==> src/rtl/pipeline_hazard_ctrl.sv <==
// pipeline_hazard_ctrl: stall/flush sequencer for the 5-stage pipe (load-use, branch squash, memory freeze with watchdog).
// Optional feature macro: HAZARD_PERF_CNT_EN enables the stall_cycles / flush_count performance counters.
module pipeline_hazard_ctrl #(
    parameter int REG_AW    = 5,
    parameter int MAX_STALL = 15,
    parameter int CNT_W     = 16
) (
    input  logic              Clk,
    input  logic              Reset_n,
    input  logic [REG_AW-1:0] IFID_Rs,
    input  logic [REG_AW-1:0] IFID_Rt,
    input  logic              IFID_usesRt,
    input  logic              IDEX_MemRead,
    input  logic [REG_AW-1:0] IDEX_Rt,
    input  logic              branch_taken,
    input  logic              mem_busy,
    output logic              PC_writeOff,
    output logic              IFID_writeOff,
    output logic              IFID_flush,
    output logic              IDEX_bubble,
    output logic              IDEX_writeOff,
    output logic              EXMEM_writeOff,
    output logic              stall_timeout,
    output logic [CNT_W-1:0]  stall_cycles,
    output logic [CNT_W-1:0]  flush_count
);
    typedef enum logic [1:0] {RUN, MEM_WAIT, TIMEOUT} state_t;
    state_t           state;
    logic [CNT_W-1:0] wd;
    logic [CNT_W-1:0] wd_nxt;
    logic             load_use;
    logic             tmo;
    logic             frz;
    logic             br;
    logic             lu;
    assign load_use = IDEX_MemRead && IDEX_Rt != '0 &&
                      (IDEX_Rt == IFID_Rs || (IFID_usesRt && IDEX_Rt == IFID_Rt));
    assign tmo      = state == TIMEOUT;
    assign frz      = tmo || mem_busy;
    assign br       = !frz && branch_taken;
    assign lu       = !frz && !branch_taken && load_use;
    assign wd_nxt   = state == RUN ? CNT_W'(1) : wd + 1'b1;
    assign PC_writeOff    = Reset_n && (frz || lu);
    assign IFID_writeOff  = Reset_n && (frz || lu);
    assign IFID_flush     = Reset_n && br;
    assign IDEX_bubble    = Reset_n && (br || lu);
    assign IDEX_writeOff  = Reset_n && frz;
    assign EXMEM_writeOff = Reset_n && frz;
    assign stall_timeout  = Reset_n && tmo;
    // State and watchdog: memory freeze counts up until MAX_STALL, then TIMEOUT holds until reset
    always_ff @(posedge Clk or negedge Reset_n) begin
        if (!Reset_n) begin
            state <= RUN;
            wd    <= '0;
        end else if (!tmo) begin
            if (mem_busy) begin
                wd    <= wd_nxt;
                state <= wd_nxt >= CNT_W'(MAX_STALL) ? TIMEOUT : MEM_WAIT;
            end else begin
                wd    <= '0;
                state <= RUN;
            end
        end
    end
`ifdef HAZARD_PERF_CNT_EN
    // Saturating performance counters for stalled cycles and branch flushes
    always_ff @(posedge Clk or negedge Reset_n) begin
        if (!Reset_n) begin
            stall_cycles <= '0;
            flush_count  <= '0;
        end else begin
            if ((frz || lu) && stall_cycles != '1) stall_cycles <= stall_cycles + 1'b1;
            if (br && flush_count != '1) flush_count <= flush_count + 1'b1;
        end
    end
`else
    assign stall_cycles = '0;
    assign flush_count  = '0;
`endif
endmodule
==> config.mk <==
export PLATFORM = sky130hd
export DESIGN_NAME = pipeline_hazard_ctrl
export DESIGN_NICKNAME = d
export VERILOG_FILES = /design/src/rtl/pipeline_hazard_ctrl.sv
export SDC_FILE = /design/constraint.sdc
export NUM_CORES = 1
export LEC_CHECK = 0
export BUFFER_PORTS_ARGS = -buffer_cell sky130_fd_sc_hd__buf_2
export CAP_MARGIN = 20
export CORE_MARGIN = 2
export CORE_UTILIZATION = 44
export CTS_CLUSTER_DIAMETER = 50
export CTS_CLUSTER_SIZE = 28
export DETAILED_ROUTE_END_ITERATION = 7
export MAX_ROUTING_LAYER = met4
export PLACE_DENSITY = 0.8
export SLEW_MARGIN = 20
export SYNTH_ARGS = -nofsm -noshare
export SYNTH_HDL_FRONTEND = slang
export SYNTH_SLANG_ARGS = --single-unit
==> constraint.sdc <==
create_clock -name Clk -period 1.9 [get_ports Clk]
set_clock_uncertainty 0.2 [all_clocks]
set_input_delay 0.285 -clock Clk [delete_from_list [all_inputs] [get_ports Clk]]
set_output_delay 0.285 -clock Clk [all_outputs]
set_load 0.05 [all_outputs]
==> results of run 1 <==
[cells in the mapped netlist (2+ instances only)]
library cell and n:
and2_1 2, nand2_1 11, and4_1 2, buf_4 35, nor2b_1 2, clkbuf_1 5, nor4_1 3, a21oi_1 5
nand4_1 5, nand2b_1 2, a22o_1 4, o21ai_0 18, a31oi_1 6, o31ai_1 4, inv_1 4, or4_1 2
a32o_1 3, dfrtp_1 18, buf_2 2, xor2_1 9, nor3_1 5, nor2_1 13, xnor2_1 8, nand3_1 8
and3_1 3
[per-layer routing]
metal	wire length, µm	track usage (%)
met5	0	-
met3	232	3.57
met4	61	7.07
met2	2250	33.9
met1	1640	23.8
[area by class of cell]
type,instances,area (µm²)
clock buffer,4,36.3
fill,253,1120
inverter,4,15.0
multi-input combinational,158,1080
sequential,18,455
tap,46,57.6
timing repair buffer,79,626
[kinds of logic (layout without fill, tap and decap cells)]
family	Yosys count	in the layout	synth area share, %
buf+inv	47	87	19.9
xor+xnor	17	17	9.50
fa+ha+maj	1	1	0.798
simple gates	62	62	21.4
other cells	1	32	0.239
flops	18	18	28.7
compound gates	46	46	19.5
[power groups by stage]
stage,registers [µW],logic (µW),clock network (µW)
after floorplan,444,421,0
after global placement,435,511,0
after detailed placement,437,517,0
after CTS,435,546,262
after global routing,443,617,271
final,440,579,259
[what timing repair did]
item / CTS / global route
pin swaps: 15 / 16
setup buffers: 6 / 10
setup endpoints to repair: 13 / 15
hold buffers: 1 / 0
hold endpoints to repair: 18 / 0
resized for setup: 30 / 24
cloned: 0 / 0
[flip-flops by register name, indices dropped and copies added, names as in the netlist]
| register | count |
|---|---|
| state | 2 |
| wd | 16 |
[per-stage QoR]
| step | std cells | cell area (µm²) |
|---|---|---|
| 4_1_cts | 302 | 2150 |
| 3_3_place_gp | 291 | 1930 |
| 6_report | 309 | 2270 |
| 3_5_place_dp | 291 | 1930 |
| 2_1_floorplan | 223 | 1750 |
| 5_1_grt | 309 | 2270 |
[path summary, 6_finish.rpt]
check / cells after the start / endpoint / from
worst min-delay path: 4 / wd[4] / mem_busy
worst max-delay path: 6 / IFID_writeOff / state[1]
worst max register to register: 7 / state[0] / wd[5]
max in group asynchronous: 4 / wd[3] / Reset_n
worst min register to register: 1 / wd[15] / wd[15]
min in group asynchronous: 3 / state[1] / Reset_n
[tightest hold or removal path: cells and delay by family]
kind / cells / cell delay [ps]
and+or+nand+nor: 1 / 70
buffers and inverters: 2 / 290
AOI/OAI and AO/OA: 1 / 50
==> qor.csv, run 1 <==
stage;metric;value;unit
outcome;outcome;finished, violations left;
outcome;failing checks;negative setup slack;
timing;post-route clock period utilization;121;%
die;Initial Util;46.3;%
final_layout;share of cells above drive strength 1;42.2;%
die;core outline area;0.00339;mm²
power_and_ir_drop;Tot Pwr;1280;µW
global_routing;vias in the first global route;1373;
clock_network;clock buffer depth;2;
yosys;count of different cell masters after synthesis;38;
clock_network;root buffer cell;clkbuf_4;
detailed_routing;DRC Markers;0;
final_layout;antenna cell count;0;
power_and_ir_drop;Sw Ratio;43.3;%
power_and_ir_drop;Leak Pwr;0.00111;µW
detailed_routing;Starting DRT DRC Count;98;
yosys;number of flops mapped to enable cells by yosys;0;
timing;final hold slack;208;ps
timing;Setup WS post-layout;-408;ps
yosys;Cells after Synth;192;
timing;fin. max-slew vios;0;
power_and_ir_drop;Seq pwr share;34.4;%
final_layout;Layout Nets;286;
final_layout;area delta synth->final;44.7;%
placed_design;hpwl dp;2750;µm
die;chip width;63.7;µm
worst_setup_path;Cell Chain, Critical Path;nor2b_4 > nor2_4 > o211ai_1 > or4b_4 > nand2b_4 > buf_8;
power_and_ir_drop;VDD IR max;0.341;mV
final_layout;Final Util;66.9;%
global_routing;pin count of the biggest net entering global routing;20;
worst_setup_path;crit path max fanout;2;
die;Die ar.;0.00406;mm²
global_routing;global-route wire length before repair;6170;µm
worst_setup_path;CP top delay family;simple AND/OR/NAND/NOR gates;
power_and_ir_drop;Logic pwr share;45.3;%
power_and_ir_drop;Pint;725;µW
clock_network;number of CTS-inserted buffers;3;
yosys;Syn Std Cell Area;0.00157;mm²
final_layout;commonest non-fill, non-tap cells in the layout;45 x buf_4, 32 x conb_1, 20 x buf_2;
yosys;Avg Cell Area, Syn;8.17;µm²
worst_setup_path;classification of the worst setup path;flop to output port;
timing;RSZ-0062 raised after global routing;yes;
clock_network;CTS HTree Levels;1;
timing;Hold Fails Final Rpt;0;
timing;endpoints failing setup;7;
clock_network;clock-pin slew of the registers on the worst-case setup and hold paths;110;ps
placed_design;dpl ws;-441;ps
worst_setup_path;WP buf/inv;1;
yosys;largest cells by area after synthesis;dfrtp_1 29%, buf_4 17%, o21ai_0 5.7%, xor2_1 5.0%, xnor2_1 4.5%;
worst_setup_path;Crit path largest cell delay;520;ps
worst_setup_path;Startpoint Class;flop;
global_routing;GRT Util Overall;20.0;%
worst_setup_path;WP data arrival;1820;ps
die;top-level I/O count;60;
detailed_routing;WL/cell;13.5;µm
hold_path;worst hold path class;input port to flop;
placed_design;# port buffers;27;
final_layout;leading cell type in the layout, fill and taps excluded;buf_4;
global_routing;initial antenna violation count;0;
yosys;Top FF cell, synth;dfrtp_1;
yosys;Yosys warning total;0;
worst_setup_path;Critical Path Sink Type;output port;
yosys;Async S/R FF share, synth;100;%
clock_network;CTS tree;done;
die;Site Rows;21;
die;chip height;63.7;µm
worst_setup_path;slack of the worst reg-to-reg path;-120;ps
worst_setup_path;Crit-path slowest cell;or4b_4;
yosys;area leader, netlist;dfrtp_1;
global_routing;Congestion Overflow GR;0;
clock_network;clk sinks;18;
timing;Final TNS setup;-1560;ps
detailed_routing;DRT Wirelength;4180;µm
yosys;top-area cell type share of the netlist area;28.7;%
power_and_ir_drop;pwr dens;564;mW/mm²
power_and_ir_drop;clock network fraction of design power;20.3;%
worst_setup_path;worst path required time;1410;ps
timing;fmax;433;MHz
run;MaxCap Viol Count;0;
yosys;Synth Register Bits;18;
clock_network;worst skew pair latency;320;ps
timing;final worst path period need;2310;ps
detailed_routing;First-pass DRT Iterations;4;
detailed_routing;vias per cell;5.11;
placed_design;RePlAce Congestion;0.822;
detailed_routing;antenna-violating nets left;0;
yosys;sequential element share of the synthesized area;28.7;%
power_and_ir_drop;Net Sw Power;554;µW
detailed_routing;routed via count;1580;
Note: power is estimated with default switching activity, not from simulation.
==> inputs of run 2 (changes only) <==
--- a/config.mk
+++ b/config.mk
@@ -8,12 +8,12 @@
 export BUFFER_PORTS_ARGS = -buffer_cell sky130_fd_sc_hd__buf_2
 export CAP_MARGIN = 20
 export CORE_MARGIN = 2
-export CORE_UTILIZATION = 44
+export CORE_UTILIZATION = 33
 export CTS_CLUSTER_DIAMETER = 50
 export CTS_CLUSTER_SIZE = 28
 export DETAILED_ROUTE_END_ITERATION = 7
 export MAX_ROUTING_LAYER = met4
-export PLACE_DENSITY = 0.8
+export PLACE_DENSITY = 0.64
 export SLEW_MARGIN = 20
 export SYNTH_ARGS = -nofsm -noshare
 export SYNTH_HDL_FRONTEND = slang
==> qor.csv, run 2 (same netlist as run 1, synthesis figures left out) <==
stage;metric;value;unit
worst_setup_path;classification of the worst setup path;flop to output port;
worst_setup_path;CP top delay family;simple AND/OR/NAND/NOR gates;
final_layout;share of cells above drive strength 1;38.9;%
detailed_routing;WL/cell;12.7;µm
worst_setup_path;Startpoint Class;flop;
final_layout;Largest Register;wd;
global_routing;GRT Util Overall;16.0;%
die;Site Rows;25;
worst_setup_path;worst path required time;1410;ps
timing;fmax;440;MHz
clock_network;CTS tree;done;
detailed_routing;First-pass DRT Iterations;4;
run;MaxCap Viol Count;0;
timing;Hold Fails Final Rpt;0;
die;chip height;72.9;µm
final_layout;Layout Nets;280;
outcome;outcome;finished, violations left;
clock_network;number of CTS-inserted buffers;3;
worst_setup_path;WP data arrival;1790;ps
power_and_ir_drop;pwr dens;601;mW/mm²
detailed_routing;vias per cell;4.83;
detailed_routing;highest metal used;met4;
clock_network;root buffer cell;clkbuf_8;
detailed_routing;Routed met1 length;1730;µm
detailed_routing;Starting DRT DRC Count;54;
timing;Setup WS post-layout;-372;ps
final_layout;fill cell count;443;
final_layout;max reg flops;16;
final_layout;leading cell type in the layout, fill and taps excluded;buf_4;
clock_network;clock buffer depth;2;
die;Die ar.;0.00532;mm²
detailed_routing;antenna-violating nets left;0;
timing;final worst path period need;2270;ps
timing;fin. max-slew vios;0;
detailed_routing;DRT Wirelength;3940;µm
global_routing;global-route wire length before repair;6490;µm
clock_network;clk sinks;18;
final_layout;area delta synth->final;41.2;%
final_layout;commonest non-fill, non-tap cells in the layout;42 x buf_4, 32 x conb_1, 19 x buf_2;
detailed_routing;DRC Markers;0;
placed_design;placed inst area;0.00193;mm²
die;top-level I/O count;60;
worst_setup_path;WP buf/inv;1;
clock_network;CTS HTree Levels;1;
global_routing;initial antenna violation count;0;
power_and_ir_drop;Leak Pwr;0.00108;µW
detailed_routing;routed via count;1503;
final_layout;Final Cell Area;0.00221;mm²
global_routing;vias in the first global route;1392;
worst_setup_path;Critical Path Sink Type;output port;
die;core outline area;0.00466;mm²
die;chip width;72.9;µm
timing;Worst-Margin Slew;869;ps
worst_setup_path;crit path max fanout;2;
timing;RSZ-0062 raised after global routing;yes;
power_and_ir_drop;VDD IR max;0.378;mV
clock_network;clock-pin slew of the registers on the worst-case setup and hold paths;80;ps
hold_path;worst hold path class;input port to flop;
final_layout;Final Util;47.5;%
detailed_routing;met2 WL;2030;µm
placed_design;RePlAce Congestion;0.882;
timing;normalized max-slew margin;42.1;%
detailed_routing;met3 routed WL;146;µm
placed_design;hpwl dp;2770;µm
worst_setup_path;Crit-path slowest cell;or4b_4;
worst_setup_path;Crit path largest cell delay;580;ps
clock_network;worst skew pair latency;250;ps
die;Initial Util;33.6;%
final_layout;antenna cell count;0;
global_routing;pin count of the biggest net entering global routing;20;
timing;post-route clock period utilization;120;%
worst_setup_path;Cell Chain, Critical Path;nor2b_4 > nor2_4 > o211ai_1 > or4b_4 > nand2b_4 > buf_8;
final_layout;largest registers;wd (16), state (2);
outcome;failing checks;negative setup slack;
timing;endpoints failing setup;5;
global_routing;Congestion Overflow GR;0;
placed_design;# port buffers;27;
timing;Final TNS setup;-1420;ps
## run 2: cell types whose count changed in the layout (fill, tap and decap cells not counted), moves of 2 or more
| cell | change |
|---|---|
| buf_4 | -3 |
| clkbuf_4 | -2 |
| clkbuf_8 | +3 |
| dfrtp_1 | +2 |
| dfrtp_2 | -2 |
| nand3_1 | +2 |
| nor3_2 | +2 |
| o21ai_1 | +2 |
## run 2: through the flow
stage / setup slack [ps] / total power, µW / hold WS, ps / std cells
6_report: -372 / 1330 / 280 / 311
5_1_grt: -423 / 1410 / 287 / 311
4_1_cts: -381 / 1310 / 273 / 305
3_5_place_dp: -486 / 944 / 147 / 299
3_3_place_gp: -477 / 936 / 156 / 299
2_1_floorplan: -425 / 864 / -211 / 223
## run 2: cell type report
class	count	area [µm²]	area share, %
Multi-Input combinational cell	158	1060	47.9
Inverter	4	15.0	0.678
Sequential cell	18	453	20.5
Tap cell	54	67.6	3.05
Timing Repair Buffer	73	562	25.4
Clock buffer	4	55.1	2.49
## run 2: repair_timing
action / in CTS / in global routing
hold buffers: 1 / 0
pin swaps: 7 / 13
buffers inserted: 2 / 6
endpoints found under the setup margin: 12 / 14
resized for setup: 23 / 23
gates cloned: 0 / 0
endpoints found under the hold margin: 18 / 0
## run 2: path summary, 6_finish.rpt
path	depth (start not counted)	endpoint	slack, ps	startpoint
max in group asynchronous	3	wd[1]	590	Reset_n
min in group asynchronous	3	wd[7]	310	Reset_n
min	4	state[1]	280	mem_busy
min reg2reg	1	wd[15]	300	wd[15]
max	6	IFID_writeOff	-370	state[1]
max reg2reg	7	state[0]	-180	wd[12]
## run 2: tightest hold or removal path, cell delays in order
cell and delay (ps):
buf_2 120, nor2_4 100, buf_4 140, a31oi_1 50
## run 2: where the power goes
part	total, µW	internal (µW)	switching, µW
combinational	570	194	376
sequential	439	407	32.3
clock	321	184	137
## run 2: metal layers
metal / GRT usage [%] / vias to the layer above
li1: - / 749
met1: 21.2 / 706
met2: 26.2 / 46
met3: 1.24 / 2
met4: 4.94 / 0
met5: - / -
